**config.mk**
```make
export PLATFORM = sky130hd
export DESIGN_NAME = mem_bridge
export DESIGN_NICKNAME = d
export VERILOG_FILES = /design/src/rtl/mem_bridge_pkg.sv /design/src/rtl/mem_bridge_wait_timer.sv /design/src/rtl/mem_bridge.sv
export SDC_FILE = /design/constraint.sdc
export NUM_CORES = 1
export LEC_CHECK = 0
export BUFFER_PORTS_ARGS = -buffer_cell sky130_fd_sc_hd__buf_4
export CAP_MARGIN = 20
export CORE_MARGIN = 8
export CORE_UTILIZATION = 51
export CTS_CLUSTER_DIAMETER = 40
export DETAILED_ROUTE_END_ITERATION = 10
export PLACE_DENSITY = 0.83
export SYNTH_ARGS = -nofsm -noshare
export SYNTH_HDL_FRONTEND = slang
export SYNTH_SLANG_ARGS = --single-unit
```
**constraint.sdc**
```tcl
create_clock -name clk -period 3.7 [get_ports clk]
set_input_delay 0.555 -clock clk [delete_from_list [all_inputs] [get_ports clk]]
set_output_delay 0.555 -clock clk [all_outputs]
set_load 0.02 [all_outputs]
```
**src/rtl/mem_bridge_pkg.sv**
```systemverilog
// Shared encodings and default sizing for the memory bus bridge.
package mem_bridge_pkg;

  localparam int unsigned AW_DEF      = 8;
  localparam int unsigned DW_DEF      = 8;
  localparam int unsigned TIMEOUT_DEF = 15;

  typedef enum logic [1:0] {
    ST_IDLE = 2'b00,
    ST_REQ  = 2'b01,
    ST_DONE = 2'b10
  } state_t;

endpackage

```
**src/rtl/mem_bridge_wait_timer.sv**
```systemverilog
// Saturating wait counter; expired is high while the count sits at TIMEOUT-1.
module wait_timer
  import mem_bridge_pkg::*;
#(
  parameter int unsigned TIMEOUT = TIMEOUT_DEF
) (
  input  logic clk,
  input  logic rst,
  input  logic clr,
  input  logic en,
  output logic expired
);

  localparam int unsigned TW = $clog2(TIMEOUT + 1);
  localparam logic [TW-1:0] LAST = TW'(TIMEOUT - 1);

  logic [TW-1:0] cnt;

  // Count while enabled; expired is kept as a flag so it needs no decode downstream.
  always_ff @(posedge clk or negedge rst) begin
    if (!rst) begin
      cnt     <= '0;
      expired <= (LAST == '0);
    end else if (clr) begin
      cnt     <= '0;
      expired <= (LAST == '0);
    end else if (en && !expired) begin
      cnt     <= cnt + TW'(1);
      expired <= ((cnt + TW'(1)) == LAST);
    end
  end

endmodule

```
**src/rtl/mem_bridge.sv**
```systemverilog
// Converts controller memread/memwrite levels into a single req/ack bus transaction.
module mem_bridge
  import mem_bridge_pkg::*;
#(
  parameter int unsigned AW      = AW_DEF,
  parameter int unsigned DW      = DW_DEF,
  parameter int unsigned TIMEOUT = TIMEOUT_DEF
) (
  input  logic          clk,
  input  logic          rst,
  input  logic          memread,
  input  logic          memwrite,
  input  logic [AW-1:0] adr,
  input  logic [DW-1:0] wd,
  output logic [DW-1:0] rd,
  output logic          busy,
  output logic          done,
  output logic          err,
  output logic          m_req,
  output logic          m_we,
  output logic [AW-1:0] m_adr,
  output logic [DW-1:0] m_wdata,
  input  logic [DW-1:0] m_rdata,
  input  logic          m_ack
);

  state_t state;
  logic   expired;

  // Timer runs only during REQ and is held at zero otherwise.
  wait_timer #(.TIMEOUT(TIMEOUT)) u_timer (
    .clk     (clk),
    .rst     (rst),
    .clr     (state != ST_REQ),
    .en      (state == ST_REQ),
    .expired (expired)
  );

  // Stall the controller from the request cycle until DONE; forced low in reset.
  assign busy = rst & (((state == ST_IDLE) & (memread | memwrite)) | (state == ST_REQ));

  // Transaction sequencer with registered bus and status outputs.
  always_ff @(posedge clk or negedge rst) begin
    if (!rst) begin
      state   <= ST_IDLE;
      rd      <= '0;
      done    <= 1'b0;
      err     <= 1'b0;
      m_req   <= 1'b0;
      m_we    <= 1'b0;
      m_adr   <= '0;
      m_wdata <= '0;
    end else begin
      done <= 1'b0;
      err  <= 1'b0;
      case (state)
        ST_IDLE: begin
          if (memread || memwrite) begin
            m_adr   <= adr;
            m_wdata <= wd;
            m_we    <= memwrite;
            m_req   <= 1'b1;
            state   <= ST_REQ;
          end
        end
        ST_REQ: begin
          if (m_ack) begin
            if (!m_we) rd <= m_rdata;
            m_req <= 1'b0;
            done  <= 1'b1;
            state <= ST_DONE;
          end else if (expired) begin
            if (!m_we) rd <= '0;
            m_req <= 1'b0;
            done  <= 1'b1;
            err   <= 1'b1;
            state <= ST_DONE;
          end
        end
        // The controller still shows the finished request here, so it is ignored.
        ST_DONE: state <= ST_IDLE;
        default: state <= ST_IDLE;
      endcase
    end
  end

endmodule

```
# After elaboration in Yosys (flattened, before gate mapping)

Index checks and enable logic that the tools add are counted.

Input bits: 29
Output and inout port bits: 29
Logic and storage cells: 54
Register bits: 35

Equality and inequality tests: 7
Reductions and logical operators: 11
$add $sub $neg: 1
Muxes and demuxes: 21
Bitwise operators: 4

Operator list:

| operator            | count |
|---|---|
| $mux 8              | 4 |
| $mux 1              | 10 |
| $mux 4              | 2 |
| $mux 2              | 3 |
| $reduce_bool 2->1   | 3 |
| $add 4x1->4 const B | 1 |
| $eq 4x4->1 const B  | 1 |
| $ne 2x1->1 const B  | 2 |
| $ne 2x2->1 const B  | 2 |
| $pmux 2 s2          | 1 |
| $reduce_and 2->1    | 2 |
| $reduce_and 4->1    | 1 |
| $ne 3x3->1 const B  | 1 |
| $reduce_and 3->1    | 1 |
| $and 1x1->1         | 2 |
| $eq 2x1->1 const B  | 1 |
| $logic_not 2->1     | 1 |
| $or 1x1->1          | 2 |
| $pmux 1 s2          | 1 |
| $logic_and 1x1->1   | 1 |
| $logic_not 1->1     | 1 |
| $logic_or 1x1->1    | 1 |

# Logic depth before layout (Yosys ltp)

Gate-level depths: netlist of run 1.

Word-level depth: 4
Mapped depth: 5
Mapped depth without buffers: 5

# By module

From an unflattened synthesis of run 1, not the netlist that was laid out.

Cell total of the unflattened synthesis: 117
Area, all modules: 1490.2 µm²

Modules (own cells, without submodules):

| module     | cells each | area each (µm²) | sequential area each (µm²) | times used |
|---|---|---|---|---|
| mem_bridge | 88         | 1196.1          | 750.7                      | 1 |
| wait_timer | 29         | 294.0           | 125.1                      | 1 |

# Least setup slack after synthesis of run 1

No wires, ideal clock.

Path type: input to output
Start point: input port memwrite
End point: output port busy
Buffers on the path: 1
Setup slack: 1.967 ns
Stages on the path: 4
Required time: 3.145 ns
Data arrival time: 1.178 ns
Path through: nor2_1 > nor3_1 > buf_2 > o21a_1

Word-level cells in the longest chain between the ends: 4

Ends and longest elaborated chain:

| element            | RTL line         | RTL |
|---|---|---|
| start: declaration | mem_bridge.sv:12 | `input logic memwrite,` |
| $or 1x1->1         | mem_bridge.sv:40 | `assign busy = rst & (((state == ST_IDLE) & (memread \| memwrite)) \| (state == ST_REQ));` |
| $and 1x1->1        | mem_bridge.sv:40 |  |
| $or 1x1->1         | mem_bridge.sv:40 |  |
| $and 1x1->1        | mem_bridge.sv:40 |  |
| end: declaration   | mem_bridge.sv:16 | `output logic busy,` |

Every way passes these cells.

# Worst setup path in the final report of run 1

Start point: register state[0]
End point: output port busy

Word-level cells in the longest chain between the ends: 4

Ends and longest elaborated chain:

| element                  | RTL line         | RTL |
|---|---|---|
| start: declaration       | mem_bridge.sv:27 | `state_t state;` |
| start signal: assignment | mem_bridge.sv:45 | `state <= ST_IDLE;` |
| start signal: assignment | mem_bridge.sv:63 | `state <= ST_REQ;` |
| start signal: assignment | mem_bridge.sv:71 | `state <= ST_DONE;` |
| $logic_not 2->1          | mem_bridge.sv:40 |  |
| $and 1x1->1              | mem_bridge.sv:40 |  |
| $or 1x1->1 *             | mem_bridge.sv:40 |  |
| $and 1x1->1 *            | mem_bridge.sv:40 |  |

Mark *: on every way between the ends. The rest lies on a longest branch, timed or not.

==> results of run 1 <==
## path summary, 6_finish.rpt
check                                 from    endpoint  slack (ns)  cells after the start
max in group asynchronous              rst       rd[0]        3.25                      1
worst max register to register    state[1]       rd[4]        2.07                      3
worst max-delay path              state[0]        busy        1.67                      4
min in group clk                    adr[4]    m_adr[4]        0.45                      2
worst min register to register  m_wdata[6]  m_wdata[6]        0.52                      1
worst min-delay path                   rst    m_adr[0]        0.15                      1
## metal layers
layer / vias up / global-route usage, % / share of wire (%)
met5: - / 0 / 0
met4: 0 / 4.69 / 1.3
met3: 4 / 6.92 / 5.9
met2: 29 / 23.2 / 53
met1: 518 / 14.9 / 39
li1: 505 / - / -
## worst max-delay path, delay by kind of cell, from the launching register on
| kind | cells | cell delay [ns] |
|---|---|---|
| compound gates | 1 | 0.14 |
| buf+inv | 2 | 0.41 |
| flops | 1 | 0.42 |
| simple gates | 1 | 0.17 |
## cell families after synthesis
logic type	Yosys count	synth area share, %
AOI/OAI and AO/OA	6	2.62
adders and majority gates	2	1.69
xor gates and xnor gates	3	1.78
muxes	26	19.1
buffers and inverters	15	4.65
DFF	35	59.2
and+or+nand+nor	30	10.9
## area by class of cell
class | instances | area (um2)
clock buffer | 7 | 45.0
clock inverter | 1 | 5.00
fill | 213 | 781
inverter | 10 | 37.5
multi-input combinational | 67 | 539
sequential | 35 | 876
tap | 31 | 38.8
timing repair buffer | 58 | 435
## power breakdown
group	leakage [nW]	internal [mW]	switching, mW
Sequential	0.432	0.541	0.107
Combinational	0.501	0.372	0.396
Clock	0.0293	0.0740	0.116
Total	0.962	0.987	0.619
## state kept, by name (all words and copies together), names as in the netlist
name             flops
done                 1
err                  1
m_adr                8
m_req                1
m_wdata              8
m_we                 1
rd                   8
state                2
u_timer.cnt          4
u_timer.expired      1
## through the flow
step	worst slack (ns)	cell area (um2)
after floorplan	1.97	1480
after global placement	1.77	1930
after detailed placement	1.75	1930
after CTS	1.65	1980
after global routing	1.57	1980
final	1.67	1980
## cell usage in the layout, fill, tap and decap left out
master and instances:
buf_4 58, dfrtp_1 35, mux2_2 18, inv_1 10, nand2_1 10, nor2_1 9, mux2i_1 8, clkbuf_4 5
nand2b_1 3, xor2_1 2, o21ai_0 2, ha_1 2, clkbuf_1 2, and2b_2 1, nor3_2 1, o21a_1 1
nor3b_1 1, a21o_1 1, nor2b_1 1, xnor2_1 1, a21oi_1 1, nor3_4 1, nand3b_1 1, and4b_2 1
a32oi_1 1, nand4b_1 1, clkinv_2 1
==> impl_metrics.yaml, run 1 <==
route:
  postRouteAntennaNets: 0
  wl_um: 3240
  vias: 1056
  drc: 0
  vias_per_cell: 5.05
  drt_iter0_drc: 60
  dr.pass1.iters: 5
  wl_per_cell_um: 15.5
worst_setup_path:
  crit_required_ns: 3.14
  crit_type: "reg -> out"
  crit_fanout: 20
  critPathArrivalTime_ns: 1.47
  crit_top_cell: "buf_4"
  endpoint_kind: "primary output"
  cp-start-kind: "flip-flop"
  cp_slowest_cell: "dfrtp_1"
  max_stage_delay_ns: 0.42
  crit_path_cell_trace: "nor3_2 > buf_4 > o21a_1 > buf_4"
timing:
  post-route-period-util_pct: 54.8
  setup_viol: 0
  slew_violations: 0
  whs_ns: 0.151
  fin_tns_setup_ns: 0
  skew_ns: 0.00235
  slew_headroom_pct: 65.1
  fmax_ghz: 0.493
  fin_crit_ns: 2.03
  rsz0062_at_grt: "no"
  tightest_slew_ns: 0.522
  hold_viol: 0
placement:
  post-place-cells: 201
  place.gp.congestion: 0.751
  port_buffers: 57
  dpl.hpwl_um: 2510
final_layout:
  finish.utilization_pct: 71.7
  area_growth_pct: 33.7
  fin_nets: 208
  antennaDiodeCount: 0
  post_layout_nonfiller_instances: 209
  drive_gt1_share_pct: 48.3
yosys:
  synthFlopType: "dfrtp_1"
  synth_top_area_share_pct: 59.2
  synth_cell_type_count: 26
  synth_edf_count: 0
  synth_warnings: 0
  synth.avg_cell_area_um2: 12.6
  seq_area_frac_synth_pct: 59.2
  ys_ff_latch: 35
  synth_fp_nets: 148
  synth_commonest_cells: "dfrtp_1, mux2_2, inv_1, nand2_1, nor2_1"
  syn_inst: 117
  synth.area.top_cells: "dfrtp_1, mux2_2, mux2i_1"
  syn_area_um2: 1480
  async_flop_share_pct: 100
  yosysMostFrequentCell: "dfrtp_1"
  synth_top_cell_by_area: "dfrtp_1"
min_path:
  hp-class: "in -> async"
die:
  ios: 58
  start_util_pct: 53.6
  dieArea_um2: 4880
  dieWidth_um: 69.9
  die_h_um: 69.9
  row_count: 19
  core_um2: 2760
power_and_ir_drop:
  p_leak_nw: 0.962
  p_per_area_nw_per_um2: 812
  irDropWorstVdd_mv: 0.602
  finalPower_mw: 1.61
global_routing:
  grt_max_degree: 37
  antenna_found_initial: 0
  grt_overflow_total: 0
  grt_pass1_vias: 1198
  grt_first_pass_wirelength_um: 5460
  grtUsageTotal_pct: 13.9
cts:
  ctsLongestPathBuffers: 2
  numCtsBuffers: 5
  cts_num_sinks: 35
  clk_pin_slew_worst_paths_ns: 0.09
  cts_resized: 0
  post_cts_buffers: 0
  hold_buffers: 0
  h-tree-depth: 2
  clockRootBuffer: "clkbuf_4"
  cts_tree: "done"
  clk_latency_ns: 0.33
outcome:
  outcome: "finished clean"
flow_run:
  max_cap_viol_count: 0
Power figures use the tool's default switching activity.
==> inputs of run 2 (changes only) <==
--- a/config.mk
+++ b/config.mk
@@ -8,10 +8,10 @@
 export BUFFER_PORTS_ARGS = -buffer_cell sky130_fd_sc_hd__buf_4
 export CAP_MARGIN = 20
 export CORE_MARGIN = 8
-export CORE_UTILIZATION = 51
+export CORE_UTILIZATION = 43
 export CTS_CLUSTER_DIAMETER = 40
 export DETAILED_ROUTE_END_ITERATION = 10
-export PLACE_DENSITY = 0.83
+export PLACE_DENSITY = 0.75
 export SYNTH_ARGS = -nofsm -noshare
 export SYNTH_HDL_FRONTEND = slang
 export SYNTH_SLANG_ARGS = --single-unit
==> constraint.sdc (replaced) <==
create_clock -name clk -period 1.82 [get_ports clk]
set_input_delay 0.273 -clock clk [delete_from_list [all_inputs] [get_ports clk]]
set_output_delay 0.273 -clock clk [all_outputs]
set_load 0.02 [all_outputs]
==> run 2 against run 1 <==
Non-clock buffer count rose by 4. Sequential share of layout area fell by 1.1 points. Routed wire length rose by 4.2%. Clock power rose by 110%. Register-to-register slack got worse by 1.8 ns. Final cell count rose by 9.1%. Clock skew rose by 0.0030 ns. Core utilization fell by 10 points. Cell area rose by 2.6%. Sequential power rose by 100%. Largest power group unchanged.
==> impl_metrics.yaml, run 2 (synthesis gave the netlist of run 1 again) <==
global_routing:
  grt_pass1_vias: 1241
  grt_first_pass_wirelength_um: 5610
  grtUsageTotal_pct: 13.5
  antenna_found_initial: 0
  grt_overflow_total: 0
  grt_max_degree: 36
final_layout:
  final_common_cell: "buf_4"
  finish.utilization_pct: 61.3
  antennaDiodeCount: 0
  area_growth_pct: 37.1
  drive_gt1_share_pct: 48.9
  multiInputGateArea_um2: 539
  regArea_um2: 876
  fill_cells: 292
  post_layout_nonfiller_instances: 228
  fin_nets: 212
  mostFrequentLayoutCells: "buf_4, dfrtp_1, mux2_2"
  top_regs: "m_adr x8, m_wdata x8, rd x8"
route:
  wl_per_cell_um: 14.8
  vias: 1078
  vias_per_cell: 4.73
  postRouteAntennaNets: 0
  drc: 0
  wl_um: 3370
  dr.pass1.iters: 4
  drt_iter0_drc: 60
power_and_ir_drop:
  switchingPower_mw: 1.28
  p_leak_nw: 0.981
  switching_share_pct: 38.6
  combPwrFrac_pct: 48.1
  irDropWorstVdd_mv: 0.981
  pwr-share-clk_pct: 12.0
  internal_power_mw: 2.03
  p_per_area_nw_per_um2: 1630
  finalPower_mw: 3.31
  p_seq_share_pct: 39.9
cts:
  clockRootBuffer: "clkbuf_4"
  clk_latency_ns: 0.33
  post_cts_buffers: 0
  cts_num_sinks: 35
  ctsLongestPathBuffers: 2
  h-tree-depth: 2
  numCtsBuffers: 5
  clk_pin_slew_worst_paths_ns: 0.10
  cts_tree: "done"
flow_run:
  max_cap_viol_count: 0
worst_setup_path:
  crit_type: "reg -> out"
  endpoint_kind: "primary output"
  crit_path_cell_trace: "nor3_2 > o21a_1 > buf_4"
  worst-path-buf-inv: 1
  cp-start-kind: "flip-flop"
  crit_fanout: 4
  critPathArrivalTime_ns: 1.40
  cp_slowest_cell: "dfrtp_1"
  cp_top_family: "flip-flops"
  crit_required_ns: 1.55
  max_stage_delay_ns: 0.43
timing:
  fin_crit_ns: 1.67
  worst_slack_ns: 0.148
  slew_headroom_pct: 69.6
  fin_tns_setup_ns: 0
  post-route-period-util_pct: 91.9
  fmax_ghz: 0.598
  tightest_slew_ns: 0.455
  slew_violations: 0
  skew_ns: 0.00531
  rsz0062_at_grt: "no"
  hold_viol: 0
  setup_viol: 0
placement:
  port_buffers: 57
  place.gp.congestion: 0.745
  dpl.hpwl_um: 2590
  post-place-cells: 219
  dp_slack_ns: 0.289
die:
  ios: 58
  dieArea_um2: 5570
  die_h_um: 74.6
  core_um2: 3310
  start_util_pct: 44.7
  dieWidth_um: 74.6
  row_count: 21
outcome:
  outcome: "finished clean"
min_path:
  hp-class: "in -> reg"
run 2: final timing paths:
| kind | from | endpoint | slack (ns) | cells after the start |
|---|---|---|---|---|
| max | state[0] | busy | 0.15 | 3 |
| min | adr[5] | m_adr[5] | 0.17 | 2 |
| max reg2reg | state[0] | m_wdata[5] | 0.29 | 3 |
| min reg2reg | m_adr[2] | m_adr[2] | 0.52 | 1 |
| max in group asynchronous | rst | m_adr[6] | 0.99 | 3 |
| min in group asynchronous | rst | u_timer.cnt[3] | 0.52 | 3 |
run 2: power groups by stage:
stage	sequential [mW]	combinational, mW	clock, mW
5_1_grt	1.36	1.73	0.444
2_1_floorplan	1.64	0.612	0
6_report	1.32	1.59	0.396
3_5_place_dp	1.33	1.62	0
4_1_cts	1.33	1.63	0.409
3_3_place_gp	1.31	1.59	0
run 2: per-layer routing:
metal	share of wire [%]	global-route usage, %	vias to the layer above
li1	-	-	515
met1	38	13.9	517
met3	9.6	7.72	5
met4	1.3	6.30	0
met2	51	21.6	41
met5	0	0	-
run 2: cell type report:
cell class / instances / area share [%]
Clock inverter: 1 / 0.247
Inverter: 10 / 1.85
Clock buffer: 7 / 2.22
Sequential cell: 35 / 43.2
Multi-Input combinational cell: 67 / 26.6
Timing Repair Buffer: 62 / 23.1
Tap cell: 46 / 2.84
run 2: timing repair:
action                                  in CTS  in global routing
hold endpoints to repair                    35                  0
resized for setup                            0                  0
endpoints found under the setup margin       0                  0
hold buffers                                 1                  0
run 2: metrics by stage:
stage	instance area (um2)	hold slack (ns)
2_1_floorplan	1480	-0.0226
3_3_place_gp	1970	0.348
3_5_place_dp	1970	0.350
4_1_cts	2030	0.154
5_1_grt	2030	0.141
6_report	2030	0.169
==> inputs of run 3 (changes only) <==
==> constraint.sdc (replaced) <==
create_clock -name clk -period 1.82 [get_ports clk]
set_input_delay 0.091 -clock clk [delete_from_list [all_inputs] [get_ports clk]]
set_output_delay 0.091 -clock clk [all_outputs]
set_load 0.02 [all_outputs]
==> run 3 against run 2 <==
Sequential power is essentially flat. Clock power hardly changed. Sequential share of layout area fell by 3.8 points. Final cell count rose by 8.3%. Non-clock buffer count up 19. Critical endpoint unchanged. Largest power group unchanged. Highest routed layer unchanged.
==> impl_metrics.yaml, run 3 (synthesis gave the netlist of run 1 again) <==
global_routing:
  grt_pass1_vias: 1286
  grt_overflow_total: 0
  grt_max_degree: 36
  grt_first_pass_wirelength_um: 6110
  antenna_found_initial: 0
  grtUsageTotal_pct: 14.6
timing:
  slew_headroom_pct: 68.1
  slew_violations: 0
  post-route-period-util_pct: 89.1
  worst_slack_ns: 0.199
  fmax_ghz: 0.617
  hold_viol: 0
  tightest_slew_ns: 0.476
  skew_ns: 0.0133
  rsz0062_at_grt: "no"
  setup_viol: 0
  whs_ns: 0.0244
  fin_crit_ns: 1.62
  fin_tns_setup_ns: 0
power_and_ir_drop:
  p_leak_nw: 1.06
  p_per_area_nw_per_um2: 1510
  irDropWorstVdd_mv: 0.994
cts:
  clk_latency_ns: 0.33
  h-tree-depth: 2
  clockRootBuffer: "clkbuf_4"
  cts_tree: "done"
  cts_num_sinks: 35
  clk_pin_slew_worst_paths_ns: 0.11
  ctsLongestPathBuffers: 2
  numCtsBuffers: 5
  post_cts_buffers: 0
die:
  start_util_pct: 44.7
  ios: 58
  dieArea_um2: 5570
  row_count: 21
  dieWidth_um: 74.6
  core_um2: 3310
  die_h_um: 74.6
outcome:
  outcome: "finished clean"
final_layout:
  area_growth_pct: 50.4
  mostFrequentLayoutCells: "buf_4, dfrtp_1, dlygate4sd3_1"
  finalInstanceArea_um2: 2220
  final_common_cell: "buf_4"
  top_regs: "m_adr x8, m_wdata x8, rd x8"
  fin_nets: 231
  fill_cells: 269
  drive_gt1_share_pct: 44.3
  antennaDiodeCount: 0
route:
  wl_per_cell_um: 15.1
  postRouteAntennaNets: 0
  dr.pass1.iters: 4
  vias_per_cell: 4.62
  drc: 0
  wl_um: 3720
  vias: 1140
  drt_iter0_drc: 65
worst_setup_path:
  cp-start-kind: "flip-flop"
  critPathArrivalTime_ns: 1.53
  endpoint_kind: "primary output"
  crit_fanout: 20
  crit_required_ns: 1.73
  crit_type: "reg -> out"
placement:
  dpl.hpwl_um: 2560
  place.gp.congestion: 0.771
  port_buffers: 57
  placed_cell_area_um2: 1960
  dp_slack_ns: 0.450
flow_run:
  max_cap_viol_count: 0
min_path:
  hp-class: "in -> reg"
-- run 3: cell types whose count changed in the layout (fill, tap and decap cells not counted) --
| cell | change |
|---|---|
| dlygate4sd3_1 | +20 |
| buf_4 | -1 |
| clkbuf_1 | -1 |
| clkinvlp_4 | +1 |
-- run 3: repair_timing --
| item | 4_1_cts | 5_1_grt |
|---|---|---|
| endpoints found under the hold margin | 55 | 0 |
| resized for setup | 0 | 0 |
| hold buffers | 21 | 0 |
-- run 3: area by class of cell --
type / instances / area [um2] / area share [%]
sequential: 35 / 876 / 39.4
tap: 46 / 57.6 / 2.59
inverter: 10 / 37.5 / 1.69
clock buffer: 6 / 41.3 / 1.86
timing repair buffer: 81 / 661 / 29.7
clock inverter: 2 / 12.5 / 0.562
multi-input combinational: 67 / 539 / 24.2
-- run 3: layer usage --
layer | up-vias | wire length, um | track usage, %
li1 | 552 | - | -
met1 | 532 | 1480 | 15.9
met2 | 44 | 1810 | 23.1
met3 | 12 | 328 | 7.72
met4 | 0 | 102 | 6.30
met5 | - | 0 | 0
-- run 3: power by group --
| part | internal, mW | switching [mW] |
|---|---|---|
| sequential | 1.10 | 0.218 |
| clock | 0.149 | 0.250 |
| combinational | 0.803 | 0.832 |
| total | 2.05 | 1.30 |
-- run 3: worst paths after layout --
check                      startpoint          to  slack [ns]  depth (start not counted)
setup / recovery             state[0]        busy        0.20                          4
setup reg to reg             state[0]  m_wdata[0]        0.42                          3
min in group asynchronous         rst    m_adr[5]        0.35                          3
hold reg to reg            m_wdata[7]  m_wdata[7]        0.52                          1
max in group asynchronous         rst       rd[0]        1.16                          3
hold / removal             m_rdata[6]       rd[6]        0.02                          3
-- run 3: worst max-delay path, stage by stage (launching register included) --
cell	delay, ns
dfrtp_1	0.43
nor3_2	0.20
buf_4	0.29
o21a_1	0.15
buf_4	0.13
-- run 3: stage by stage --
step	util, %	power, mW	cells
final	67.2	3.35	247
after global routing	67.2	3.56	247
after CTS	67.2	3.38	247
after detailed placement	59.2	2.94	218
after global placement	59.2	2.89	218
after floorplan	-	2.25	117
